[config.mk]
export PLATFORM = sky130hd
export DESIGN_NAME = julia_param_ctrl
export DESIGN_NICKNAME = d
export VERILOG_FILES = /design/src/rtl/julia_pkg.sv /design/src/rtl/julia_sat_add.sv /design/src/rtl/julia_param_ctrl.sv
export SDC_FILE = /design/constraint.sdc
export NUM_CORES = 1
export LEC_CHECK = 0
export ABC_AREA = 1
export BUFFER_PORTS_ARGS = -buffer_cell sky130_fd_sc_hd__buf_2
export CORE_MARGIN = 2
export CORE_UTILIZATION = 61
export DETAILED_ROUTE_END_ITERATION = 12
export PLACE_DENSITY = 0.92
export SLEW_MARGIN = 40
export SYNTH_ARGS = -nofsm -noshare
export SYNTH_HDL_FRONTEND = slang
export SYNTH_SLANG_ARGS = --single-unit
[constraint.sdc]
create_clock -name clock -period 5.1 [get_ports clock]
set_input_delay 0 -clock clock [delete_from_list [all_inputs] [get_ports clock]]
set_output_delay 0 -clock clock [all_outputs]
set_load 0.05 [all_outputs]
[src/rtl/julia_pkg.sv]
// Shared types and constants for the Julia-set parameter controller:
// 5.13 fixed-point width, command op codes, FSM states and power-up defaults.
package julia_pkg;

  localparam int FIXED_W = 18;

  typedef logic signed [FIXED_W-1:0] fixed_t;

  typedef enum logic [3:0] {
    OP_NOP      = 4'd0,
    OP_X_DEC    = 4'd1,
    OP_X_INC    = 4'd2,
    OP_Y_DEC    = 4'd3,
    OP_Y_INC    = 4'd4,
    OP_ZOOM_IN  = 4'd5,
    OP_ZOOM_OUT = 4'd6,
    OP_CR_INC   = 4'd7,
    OP_CR_DEC   = 4'd8,
    OP_CI_INC   = 4'd9,
    OP_CI_DEC   = 4'd10,
    OP_HOME     = 4'd11
  } op_e;

  typedef enum logic [2:0] {
    ST_IDLE,
    ST_APPLY,
    ST_ISSUE,
    ST_WAIT_START,
    ST_WAIT_DONE
  } state_e;

  localparam fixed_t C_REAL_DEF = fixed_t'(-6554);
  localparam fixed_t C_COMP_DEF = fixed_t'(1278);
  localparam fixed_t X_DEF      = fixed_t'(0);
  localparam fixed_t Y_DEF      = fixed_t'(0);
  localparam fixed_t SCALE_DEF  = fixed_t'(16384);

  // Animation sweeps c_comp through [-1.0, 1.0) and wraps at the top.
  localparam fixed_t ANIM_WRAP_HI = fixed_t'(8192);
  localparam fixed_t ANIM_WRAP_LO = fixed_t'(-8192);

  // Codes 12-15 are reserved and treated exactly like NOP.
  function automatic logic op_is_nop(input op_e op);
    return (op == OP_NOP) || (op > OP_HOME);
  endfunction

endpackage

[src/rtl/julia_sat_add.sv]
// Signed add with one guard bit, clamped to a configurable [MIN_VAL, MAX_VAL]
// window that must lie inside the W-bit signed range.
module julia_sat_add #(
  parameter int W       = 18,
  parameter int MIN_VAL = -(2 ** (W - 1)),
  parameter int MAX_VAL = (2 ** (W - 1)) - 1
) (
  input  logic signed [W-1:0] a,
  input  logic signed [W-1:0] b,
  output logic signed [W-1:0] sum
);

  localparam logic signed [W:0] MinExt = (W + 1)'(MIN_VAL);
  localparam logic signed [W:0] MaxExt = (W + 1)'(MAX_VAL);

  logic signed [W:0] wide;

  always_comb begin
    wide = {a[W-1], a} + {b[W-1], b};
    if (wide > MaxExt) begin
      sum = MaxExt[W-1:0];
    end else if (wide < MinExt) begin
      sum = MinExt[W-1:0];
    end else begin
      sum = wide[W-1:0];
    end
  end

endmodule

[src/rtl/julia_param_ctrl.sv]
// Command-driven view/parameter controller feeding the julia_set_stripe array.
// Optional macro JULIA_ANIM_EN adds an anim_en input that self-issues c_comp steps.
module julia_param_ctrl
  import julia_pkg::*;
#(
  parameter int NUM_STRIPES = 2,
  parameter int PAN_SHIFT   = 3,
  parameter int C_STEP      = 82,
  parameter int SCALE_MIN   = 64,
  parameter int SCALE_MAX   = 65536
) (
  input  logic                      clock,
  input  logic                      reset,
  input  logic                      cmd_valid,
  input  logic [3:0]                cmd_op,
  output logic                      cmd_ready,
`ifdef JULIA_ANIM_EN
  input  logic                      anim_en,
`endif
  input  logic [NUM_STRIPES-1:0]    pause_in,
  output logic signed [FIXED_W-1:0] c_real,
  output logic signed [FIXED_W-1:0] c_comp,
  output logic signed [FIXED_W-1:0] x,
  output logic signed [FIXED_W-1:0] y,
  output logic signed [FIXED_W-1:0] scale,
  output logic                      valid,
  output logic                      update,
  output logic                      busy
);

  localparam fixed_t C_STEP_F = fixed_t'(C_STEP);

  state_e state_q, state_d;
  op_e    op_q;
  op_e    start_op;
  logic   start;
  logic   strobe_q;

  fixed_t pan_step, zoom_step;
  fixed_t x_b, y_b, scale_b, cr_b, ci_b;
  fixed_t x_sum, y_sum, scale_sum, cr_sum, ci_sum;

`ifdef JULIA_ANIM_EN
  logic anim_q;
`endif

  assign cmd_ready = (state_q == ST_IDLE);
  assign busy      = (state_q != ST_IDLE);
  assign valid     = strobe_q;
  assign update    = strobe_q;

  // An explicit command always wins over an animation step in the same cycle.
  always_comb begin
    start    = cmd_valid;
    start_op = op_e'(cmd_op);
`ifdef JULIA_ANIM_EN
    if (!cmd_valid && anim_en) begin
      start    = 1'b1;
      start_op = OP_CI_INC;
    end
`endif
  end

  always_ff @(posedge clock or negedge reset) begin
    if (!reset) begin
      state_q  <= ST_WAIT_DONE;
      strobe_q <= 1'b0;
    end else begin
      state_q  <= state_d;
      strobe_q <= (state_d == ST_ISSUE);
    end
  end

  always_ff @(posedge clock or negedge reset) begin
    if (!reset) begin
      op_q <= OP_NOP;
`ifdef JULIA_ANIM_EN
      anim_q <= 1'b0;
`endif
    end else if (state_q == ST_IDLE && start) begin
      op_q <= start_op;
`ifdef JULIA_ANIM_EN
      anim_q <= !cmd_valid;
`endif
    end
  end

  always_comb begin
    state_d = state_q;
    case (state_q)
      ST_IDLE:       if (start) state_d = ST_APPLY;
      ST_APPLY:      state_d = op_is_nop(op_q) ? ST_IDLE : ST_ISSUE;
      ST_ISSUE:      state_d = ST_WAIT_START;
      ST_WAIT_START: state_d = ST_WAIT_DONE;
      ST_WAIT_DONE:  if (&pause_in) state_d = ST_IDLE;
      default:       state_d = ST_IDLE;
    endcase
  end

  // Step sizes track the current zoom so panning moves a fixed screen fraction.
  always_comb begin
    pan_step  = scale >>> PAN_SHIFT;
    zoom_step = scale >>> 2;
    x_b       = (op_q == OP_X_DEC)   ? -pan_step  : pan_step;
    y_b       = (op_q == OP_Y_DEC)   ? -pan_step  : pan_step;
    scale_b   = (op_q == OP_ZOOM_IN) ? -zoom_step : zoom_step;
    cr_b      = (op_q == OP_CR_DEC)  ? -C_STEP_F  : C_STEP_F;
    ci_b      = (op_q == OP_CI_DEC)  ? -C_STEP_F  : C_STEP_F;
  end

  julia_sat_add #(.W(FIXED_W)) u_sat_x (
    .a   (x),
    .b   (x_b),
    .sum (x_sum)
  );

  julia_sat_add #(.W(FIXED_W)) u_sat_y (
    .a   (y),
    .b   (y_b),
    .sum (y_sum)
  );

  julia_sat_add #(.W(FIXED_W), .MIN_VAL(SCALE_MIN), .MAX_VAL(SCALE_MAX)) u_sat_scale (
    .a   (scale),
    .b   (scale_b),
    .sum (scale_sum)
  );

  julia_sat_add #(.W(FIXED_W)) u_sat_cr (
    .a   (c_real),
    .b   (cr_b),
    .sum (cr_sum)
  );

  julia_sat_add #(.W(FIXED_W)) u_sat_ci (
    .a   (c_comp),
    .b   (ci_b),
    .sum (ci_sum)
  );

  // Parameters move only during APPLY so stripes never see a mid-frame change.
  always_ff @(posedge clock or negedge reset) begin
    if (!reset) begin
      c_real <= C_REAL_DEF;
      c_comp <= C_COMP_DEF;
      x      <= X_DEF;
      y      <= Y_DEF;
      scale  <= SCALE_DEF;
    end else if (state_q == ST_APPLY) begin
      case (op_q)
        OP_X_DEC, OP_X_INC:      x      <= x_sum;
        OP_Y_DEC, OP_Y_INC:      y      <= y_sum;
        OP_ZOOM_IN, OP_ZOOM_OUT: scale  <= scale_sum;
        OP_CR_INC, OP_CR_DEC:    c_real <= cr_sum;
        OP_CI_INC: begin
`ifdef JULIA_ANIM_EN
          if (anim_q && (c_comp >= ANIM_WRAP_HI)) c_comp <= ANIM_WRAP_LO;
          else
`endif
          c_comp <= ci_sum;
        end
        OP_CI_DEC:               c_comp <= ci_sum;
        OP_HOME: begin
          c_real <= C_REAL_DEF;
          c_comp <= C_COMP_DEF;
          x      <= X_DEF;
          y      <= Y_DEF;
          scale  <= SCALE_DEF;
        end
        default: ;
      endcase
    end
  end

endmodule

==> results of run 1 <==
==> kinds of logic after synthesis <==
kind of cell | after synthesis | share of synthesized area (%)
AO/OA/AOI/OAI | 237 | 13.2
buffers and inverters | 217 | 8.49
flip-flops | 98 | 24.5
AND/OR/NAND/NOR | 928 | 39.1
XOR/XNOR | 64 | 5.72
adder cells (fa/ha/maj) | 71 | 9.00
==> placed cells by master, fill, tap and decap left out, drive strengths merged, types with 45 or more instances in the layout <==
master,Yosys,routed
buf,15,107
inv,176,177
dfrtp,77,77
a21oi,102,102
nor2,177,177
nand3,158,158
o21ai,84,84
nand2,530,530
xor2,45,45
ha,68,68
==> power groups by stage <==
stage,clock [mW],sequential [mW],combinational [mW]
after global placement,0,1.61,5.60
after CTS,0.721,1.61,5.76
final,0.718,1.63,5.88
after global routing,0.755,1.67,6.45
after floorplan,0,2.39,3.63
after detailed placement,0,1.62,5.71
==> per-layer routing <==
metal / wire length [um] / vias to the layer above
met4: 1080 / 0
li1: - / 5463
met3: 2420 / 105
met1: 12700 / 5060
met5: 0 / -
met2: 13800 / 556
==> synthesized netlist by cell type, types with 4 or more instances <==
| master | count |
|---|---|
| inv_1 | 173 |
| nor3_1 | 17 |
| nand2_1 | 517 |
| nand3b_1 | 6 |
| o21bai_1 | 8 |
| a21oi_1 | 100 |
| o21ai_0 | 78 |
| xor2_1 | 44 |
| or2_2 | 5 |
| nor2_1 | 166 |
| dfrtp_1 | 77 |
| nand3_1 | 155 |
| o21ai_1 | 5 |
| nor2_2 | 7 |
| clkbuf_1 | 24 |
| a41oi_1 | 13 |
| xnor2_1 | 19 |
| buf_2 | 6 |
| buf_6 | 4 |
| nand4_1 | 27 |
| nand2_4 | 4 |
| nand2_2 | 9 |
| a31oi_1 | 9 |
| dfstp_2 | 21 |
| a21o_1 | 6 |
| ha_1 | 68 |
==> final cells by class <==
cell class	count	share of cell area, %
inverter	178	5.99
tap	220	2.47
timing repair buffer	114	5.68
clock buffer	10	2.05
sequential	98	22.2
clock inverter	6	0.595
multi-input combinational	1300	61.0
==> worst max-delay path, stage by stage (launching register included) <==
cell and delay, ns:
dfrtp_1 0.46, nor2_1 0.13, inv_1 0.09, nor2_1 0.45
inv_1 0.42, o21ai_0 0.34, ha_1 0.33, a21o_1 0.19
a21oi_1 0.19, o21ai_1 0.13, a21boi_0 0.40, o21ai_1 0.18
nand2_1 0.11, nand2_1 0.06, nand2_1 0.05, nand2_1 0.11
nor2_1 0.34, nand2_1 0.38, nand3_1 0.20
==> worst paths after layout <==
kind | start | endpoint | slack, ns
worst min register to register | state_q[2] | state_q[2] | 0.49
worst max register to register | op_q[3] | x[6] | 0.45
min in group asynchronous | reset | scale[10] | 0.11
worst max-delay path | op_q[3] | x[6] | 0.45
max in group asynchronous | reset | c_real[9] | 3.89
worst min-delay path | cmd_valid | state_q[0] | 0.1
==> what timing repair did <==
| item | in CTS | in global routing |
|---|---|---|
| gates resized for setup | 0 | 2 |
| endpoints found under the setup margin | 0 | 5 |
| hold buffers | 7 | 0 |
| hold endpoints to repair | 35 | 0 |
==> per-stage QoR <==
| stage | worst slack [ns] | hold WS [ns] | instances |
|---|---|---|---|
| detailed placement | 0.605 | -0.0291 | 1903 |
| CTS | 0.561 | 0.0814 | 1926 |
| finish | 0.455 | 0.0974 | 1926 |
| global placement | 0.600 | -0.0384 | 1902 |
| floorplan | 1.24 | -0.296 | 1615 |
| global route | 0.0573 | 0.134 | 1926 |
==> sequential cells by signal, summed over array words and instances (netlist names) <==
register / count
c_comp: 18
c_real: 18
op_q: 4
scale: 18
state_q: 3
update: 1
x: 18
y: 18
==> results.toml, run 1 <==
[status]
status = "complete, no violations"

[sta]
setup_violations = 0
max_freq_mhz = 215
finClkSkew_ns = 0.00810
maxSlewViolCount = 0
tns_ns = 0
hold_viol = 0
rsz0062_at_grt = "false"
finalCritPeriodShare_pct = 91.1
slew_headroom_pct = 49.7
worst_pin_slew_ns = 0.755
layout_min_cycle_time_ns = 4.65

[route]
wirelength_mm = 29.9
vias = 11184
drt_iter0_markers = 1170
wl_per_cell_um = 15.5
drt_pre_antenna_iters = 7
viasPerCell = 5.81
ant_nets = 0
drcViolationCount = 0

[global_route]
use_met3_pct = 4.44
grt_usage_pct = 33.9
grt_start_max_net_pins = 36
overflow = 0
met2_usage_pct = 54.3
top_usage_layer = "met2"
gr-usage-met1_pct = 45.7
grt_pass1_wl_mm = 49.0
grt_pass1_vias = 10212
antenna_found_initial = 0

[setup_path]
path_class = "reg -> reg"
endpoint_kind = "flop"
path_max_fanout = 23
cp_data_required_time_ns = 5.39
arrival_ns = 4.94
reg2reg_depth = 18
worstSetupStartpointType = "flop"

[floorplan]
boundaryPins = 103
core.rowCount = 47
die_area_sq_um = 17600
initial_utilization_pct = 61.7
core-area_sq_um = 16400
die_h_um = 133
die_w_um = 133

[power_and_ir_drop]
irDropWorstVdd_mv = 0.440
p_sw_share_pct = 61.1
leakage_nw = 6.41
power.density_nw_per_um2 = 738
power_switching_mw = 5.03
power_mw = 8.23
pwr-share-comb_pct = 71.4
pwr-share-seq_pct = 19.8
p_clk_share_pct = 8.7
intPower_mw = 3.20

[yosys]
synth_area_per_cell_sq_um = 6.27
yosys_warnings = 0
synth_top_area_cell = "nand2_1"
yosysUniqueCellTypes = 49
syn_area_sq_um = 10100
synth_nets = 1695
synth_top_cell_area_share_pct = 19.2
synth-seq-area-share_pct = 24.5
synth.area.top_cells = "nand2_1, dfrtp_1, ha_1, nand3_1, inv_1"
synth_edf_count = 0
ys.flop_type = "dfrtp_1"
netlist_instances = 1615
async_reset_ff_share_pct = 100
synth_seq_cells = 98

[clock_tree]
path_clk_slew_ns = 0.07
tritoncts = "yes"
htreeDepth = 3
insertion_delay_ns = 0.37
cts_buffer_depth = 2
numCtsBuffers = 9
cts_root_buf = "clkbuf_16"
numClockSinks = 98
postCtsSetupBuffers = 0

[worst_hold_path]
hp-class = "in -> reg"
hold_path_depth = 3

[placement]
hpwl_mm = 22.7
gp_congestion = 0.966
placement.cell_area_sq_um = 10800
io_buffers = 102

[flow_run]
drv_cap = 0

[layout]
nets = 1781
antenna_cells = 0
utilization_pct = 68.0
seqCellArea_sq_um = 2480
multi_input_area_sq_um = 6800
layout-drive-gt1-share_pct = 11.0
fill_cells = 1484
area_delta_synth_final_pct = 10.2
postLayoutCellArea_sq_um = 11100
Note: power is estimated with default switching activity, not from simulation.
==> run 2, diff against run 1 <==
- CORE_UTILIZATION: 61 -> 65
- PLACE_DENSITY: 0.92 -> 0.95
- clock period: 5.1 -> 5.7 ns (I/O delays scaled with it)
==> results.toml, run 2 (same netlist as run 1, synthesis figures left out) <==
[status]
status = "complete, no violations"

[sta]
max_freq_mhz = 207
tns_ns = 0
finalCritPeriodShare_pct = 84.8
setup_violations = 0
worst_pin_slew_ns = 0.751
slew_headroom_pct = 49.8
maxSlewViolCount = 0
setup_ws_ns = 0.868
finClkSkew_ns = 0.0120
layout_min_cycle_time_ns = 4.83
rsz0062_at_grt = "false"
hold_viol = 0

[clock_tree]
tritoncts = "yes"
numClockSinks = 98
htreeDepth = 3
ctsHoldBuffers = 7
path_clk_slew_ns = 0.08
insertion_delay_ns = 0.36
ctsResizeCount = 0
cts_root_buf = "clkbuf_16"
postCtsSetupBuffers = 0
numCtsBuffers = 9
cts_buffer_depth = 2

[floorplan]
initial_utilization_pct = 66.6
boundaryPins = 103
core-area_sq_um = 15200
die_h_um = 129
core.rowCount = 45
die_w_um = 129
die_area_sq_um = 16600

[layout]
fill_cells = 1250
layout-drive-gt1-share_pct = 10.9
final_cell_mix = "nand2_1, inv_1, nor2_1"
nets = 1780
utilization_pct = 72.8
final_common_cell = "nand2_1"
stdcell_count = 1893
area_delta_synth_final_pct = 9.35
antenna_cells = 0

[route]
drt_pre_antenna_iters = 6
vias = 11267
drt_iter0_markers = 1124
wirelength_mm = 29.2
ant_nets = 0
drcViolationCount = 0
wl_per_cell_um = 15.4
viasPerCell = 5.95

[setup_path]
crit_top_cell = "o21ai_0"
cp_data_required_time_ns = 5.92
cp-startpoint = "op_q[3]"
cpMaxStageDelayCell = "dfrtp_1"
path_class = "reg -> reg"
endpoint_kind = "flop"
worstSetupStartpointType = "flop"
crit_path_max_incr_delay_ns = 0.46
rr_startpoint = "op_q[3]"
path_cells = "nor2_1 > inv_1 > nor2_1 > inv_1 > o21ai_0 > ha_1 > a21o_1 > a21oi_1 > o21ai_0 > a21boi_0 > o21ai_0 > a21oi_1 > xor2_1 > nand2_1 > nand3_1 > nand3_1"
arrival_ns = 5.05
path_max_fanout = 24

[worst_hold_path]
min_from = "cmd_valid"
hp-class = "in -> reg"

[power_and_ir_drop]
leakage_nw = 6.41
irDropWorstVdd_mv = 0.353
power.density_nw_per_um2 = 658

[placement]
placed_cells = 1870
gp_congestion = 0.973
hpwl_mm = 22.4
place_ws_ns = 1.01
io_buffers = 102

[global_route]
grt_pass1_vias = 10307
overflow = 0
grt_usage_pct = 35.5
grt_start_max_net_pins = 57
antenna_found_initial = 0
grt_pass1_wl_mm = 47.9

[flow_run]
drv_cap = 0
-- run 2: where the power goes --
part | leakage [nW] | internal (mW) | switching, mW
sequential | 1.24 | 1.02 | 0.427
clock | 0.145 | 0.314 | 0.294
combinational | 5.02 | 1.49 | 3.73
-- run 2: metal layers --
layer	up-vias	track usage [%]	share of wire [%]
li1	5440	-	-
met1	5150	47.0	42
met2	583	58.6	46
met3	94	6.57	9.0
met4	0	12.6	3.0
met5	-	0	0
-- run 2: worst max-delay path, delay by kind of cell (launching register included) --
family,cells,cell delay [ns]
AO/OA/AOI/OAI,7,1.87
buffers and inverters,2,0.54
XOR/XNOR,1,0.21
adder cells (fa/ha/maj),1,0.35
AND/OR/NAND/NOR,5,1.25
flip-flops,1,0.46
-- run 2: layout make-up --
class | count | area (sq um) | area share [%]
inverter | 178 | 668 | 6.04
clock inverter | 6 | 47.5 | 0.430
timing repair buffer | 113 | 613 | 5.54
multi-input combinational | 1300 | 6790 | 61.3
sequential | 98 | 2480 | 22.4
tap | 188 | 235 | 2.13
clock buffer | 10 | 239 | 2.16
-- run 2: through the flow --
step	total power, mW	hold slack (ns)	instance area (sq um)
floorplan	5.38	-0.296	10100
global placement	6.41	0.0324	10700
detailed placement	6.54	0.0433	10700
CTS	7.17	0.0737	11100
global route	7.89	0.0887	11100
finish	7.28	0.0920	11100
-- run 2: path summary, 6_finish.rpt --
kind | endpoint | slack [ns] | cells past startpoint
setup / recovery | y[15] | 0.87 | 16
hold / removal | state_q[0] | 0.09 | 3
setup reg to reg | y[15] | 0.87 | 16
hold reg to reg | state_q[2] | 0.49 | 2
max in group asynchronous | y[0] | 4.37 | 3
min in group asynchronous | update | 0.19 | 2
==> run 3, diff against run 2 <==
- CORE_UTILIZATION: 65 -> 55
- PLACE_DENSITY: 0.95 -> 0.88
- clock period: 5.7 -> 4 ns (I/O delays scaled with it)
==> results.toml, run 3 (same netlist as run 1, synthesis figures left out) <==
[route]
viasPerCell = 5.74
drt_pre_antenna_iters = 7
wirelength_mm = 30.6
wl_met1_mm = 13.1
routed-wl-met3_mm = 2.51
highest_layer = "met4"
dr_wl_met2_mm = 14.4
ant_nets = 0
drt_iter0_markers = 957
wl_per_cell_um = 15.5
vias = 11358
drcViolationCount = 0

[setup_path]
cp_data_required_time_ns = 4.30
path_class = "reg -> reg"
arrival_ns = 4.08
endpoint_kind = "flop"
worstSetupStartpointType = "flop"
path_max_fanout = 8

[sta]
max_freq_mhz = 265
finClkSkew_ns = 0.0109
worst_pin_slew_ns = 0.643
hold_viol = 0
slew_headroom_pct = 56.9
tns_ns = 0
layout_min_cycle_time_ns = 3.77
maxSlewViolCount = 0
finalCritPeriodShare_pct = 94.3
setup_violations = 0

[layout]
layout-drive-gt1-share_pct = 14.7
utilization_pct = 64.6
final_common_cell = "nand2_1"
antenna_cells = 0
stdcell_count = 1978
postLayoutCellArea_sq_um = 11600
fill_cells = 1652
final_cell_mix = "nand2_1, inv_1, nor2_1"
multi_input_area_sq_um = 6910
nets = 1824
seqCellArea_sq_um = 2480
area_delta_synth_final_pct = 15.1

[power_and_ir_drop]
power.density_nw_per_um2 = 935
irDropWorstVdd_mv = 0.625
power_mw = 10.9
leakage_nw = 6.68

[floorplan]
die_w_um = 140
core.rowCount = 49
die_h_um = 140
core-area_sq_um = 18000
initial_utilization_pct = 56.2
die_area_sq_um = 19500
boundaryPins = 103

[placement]
gp_congestion = 0.983
hpwl_mm = 23.5
placed_cells = 1950
io_buffers = 102
placement.cell_area_sq_um = 11100

[status]
status = "complete, no violations"

[clock_tree]
numClockSinks = 98
cts_buffer_depth = 2
tritoncts = "yes"
insertion_delay_ns = 0.37
numCtsBuffers = 9
htreeDepth = 3
cts_root_buf = "clkbuf_16"
path_clk_slew_ns = 0.07

[global_route]
grt_pass1_vias = 10280
grt_start_max_net_pins = 54
grt_pass1_wl_mm = 49.4
antenna_found_initial = 0
overflow = 0
grt_usage_pct = 30.7

[worst_hold_path]
hp-class = "in -> reg"

[flow_run]
drv_cap = 0
run 3: cell types whose count changed in the layout (fill, tap and decap cells not counted), sizes merged:
cell and change:
inv -3, bufinv +2, clkinvlp +1, buf +44
run 3: final cells by class:
| cell class | instances | area share, % |
|---|---|---|
| well taps | 229 | 2.46 |
| clock inverters | 6 | 0.774 |
| repair buffers | 157 | 8.32 |
| multi-input cells | 1300 | 59.4 |
| inverters | 178 | 5.74 |
| flip-flops and latches | 98 | 21.3 |
| clock buffers | 10 | 2.05 |
run 3: what timing repair did:
action | CTS | global route
setup endpoints to repair | 24 | 49
buffers inserted | 0 | 4
hold buffers | 7 | 0
endpoints found under the hold margin | 56 | 0
gates resized for setup | 4 | 39
pin swaps | 0 | 6
run 3: report_power, final:
group	switching, mW	internal (mW)	total [mW]
registers	0.534	1.46	1.99
clock network	0.423	0.567	0.990
logic	5.51	2.39	7.91
total	6.47	4.42	10.9
run 3: metal layers:
metal	vias up	global-route usage, %
li1	5551	-
met1	5219	41.4
met2	520	52.0
met3	68	3.75
met4	0	9.00
met5	-	0
run 3: worst paths after layout:
| kind | startpoint | endpoint | slack, ns | depth (start not counted) |
|---|---|---|---|---|
| worst min-delay path | cmd_valid | state_q[0] | 0.07 | 3 |
| worst max-delay path | scale[3] | scale[2] | 0.23 | 22 |
| max in group asynchronous | reset | c_real[8] | 2.90 | 3 |
| worst min register to register | state_q[2] | state_q[2] | 0.50 | 2 |
| worst max register to register | scale[3] | scale[2] | 0.23 | 22 |
| min in group asynchronous | reset | c_comp[11] | 0.12 | 2 |
run 3: per-stage QoR:
step	setup WS [ns]	hold WS [ns]
after global placement	-0.137	0.105
after floorplan	0.141	-0.296
after CTS	0.0352	0.0519
after global routing	-0.0232	0.101
after detailed placement	-0.207	0.116
final	0.226	0.0679
run 3: worst max-delay path, cell delays in order, from the launching register on:
cell,delay (ns)
dfrtp_1,0.39
inv_1,0.12
ha_1,0.20
nand2_1,0.10
nor2_1,0.21
inv_1,0.10
o21ai_2,0.17
xnor2_1,0.18
ha_1,0.34
a21oi_2,0.19
inv_1,0.06
a31oi_1,0.22
o21ai_2,0.11
buf_4,0.14
xor2_1,0.17
nor2_1,0.13
nand2_1,0.07
nor3_1,0.19
nand3_1,0.15
nand2_4,0.13
buf_4,0.15
nand4_1,0.09
nand2_1,0.08
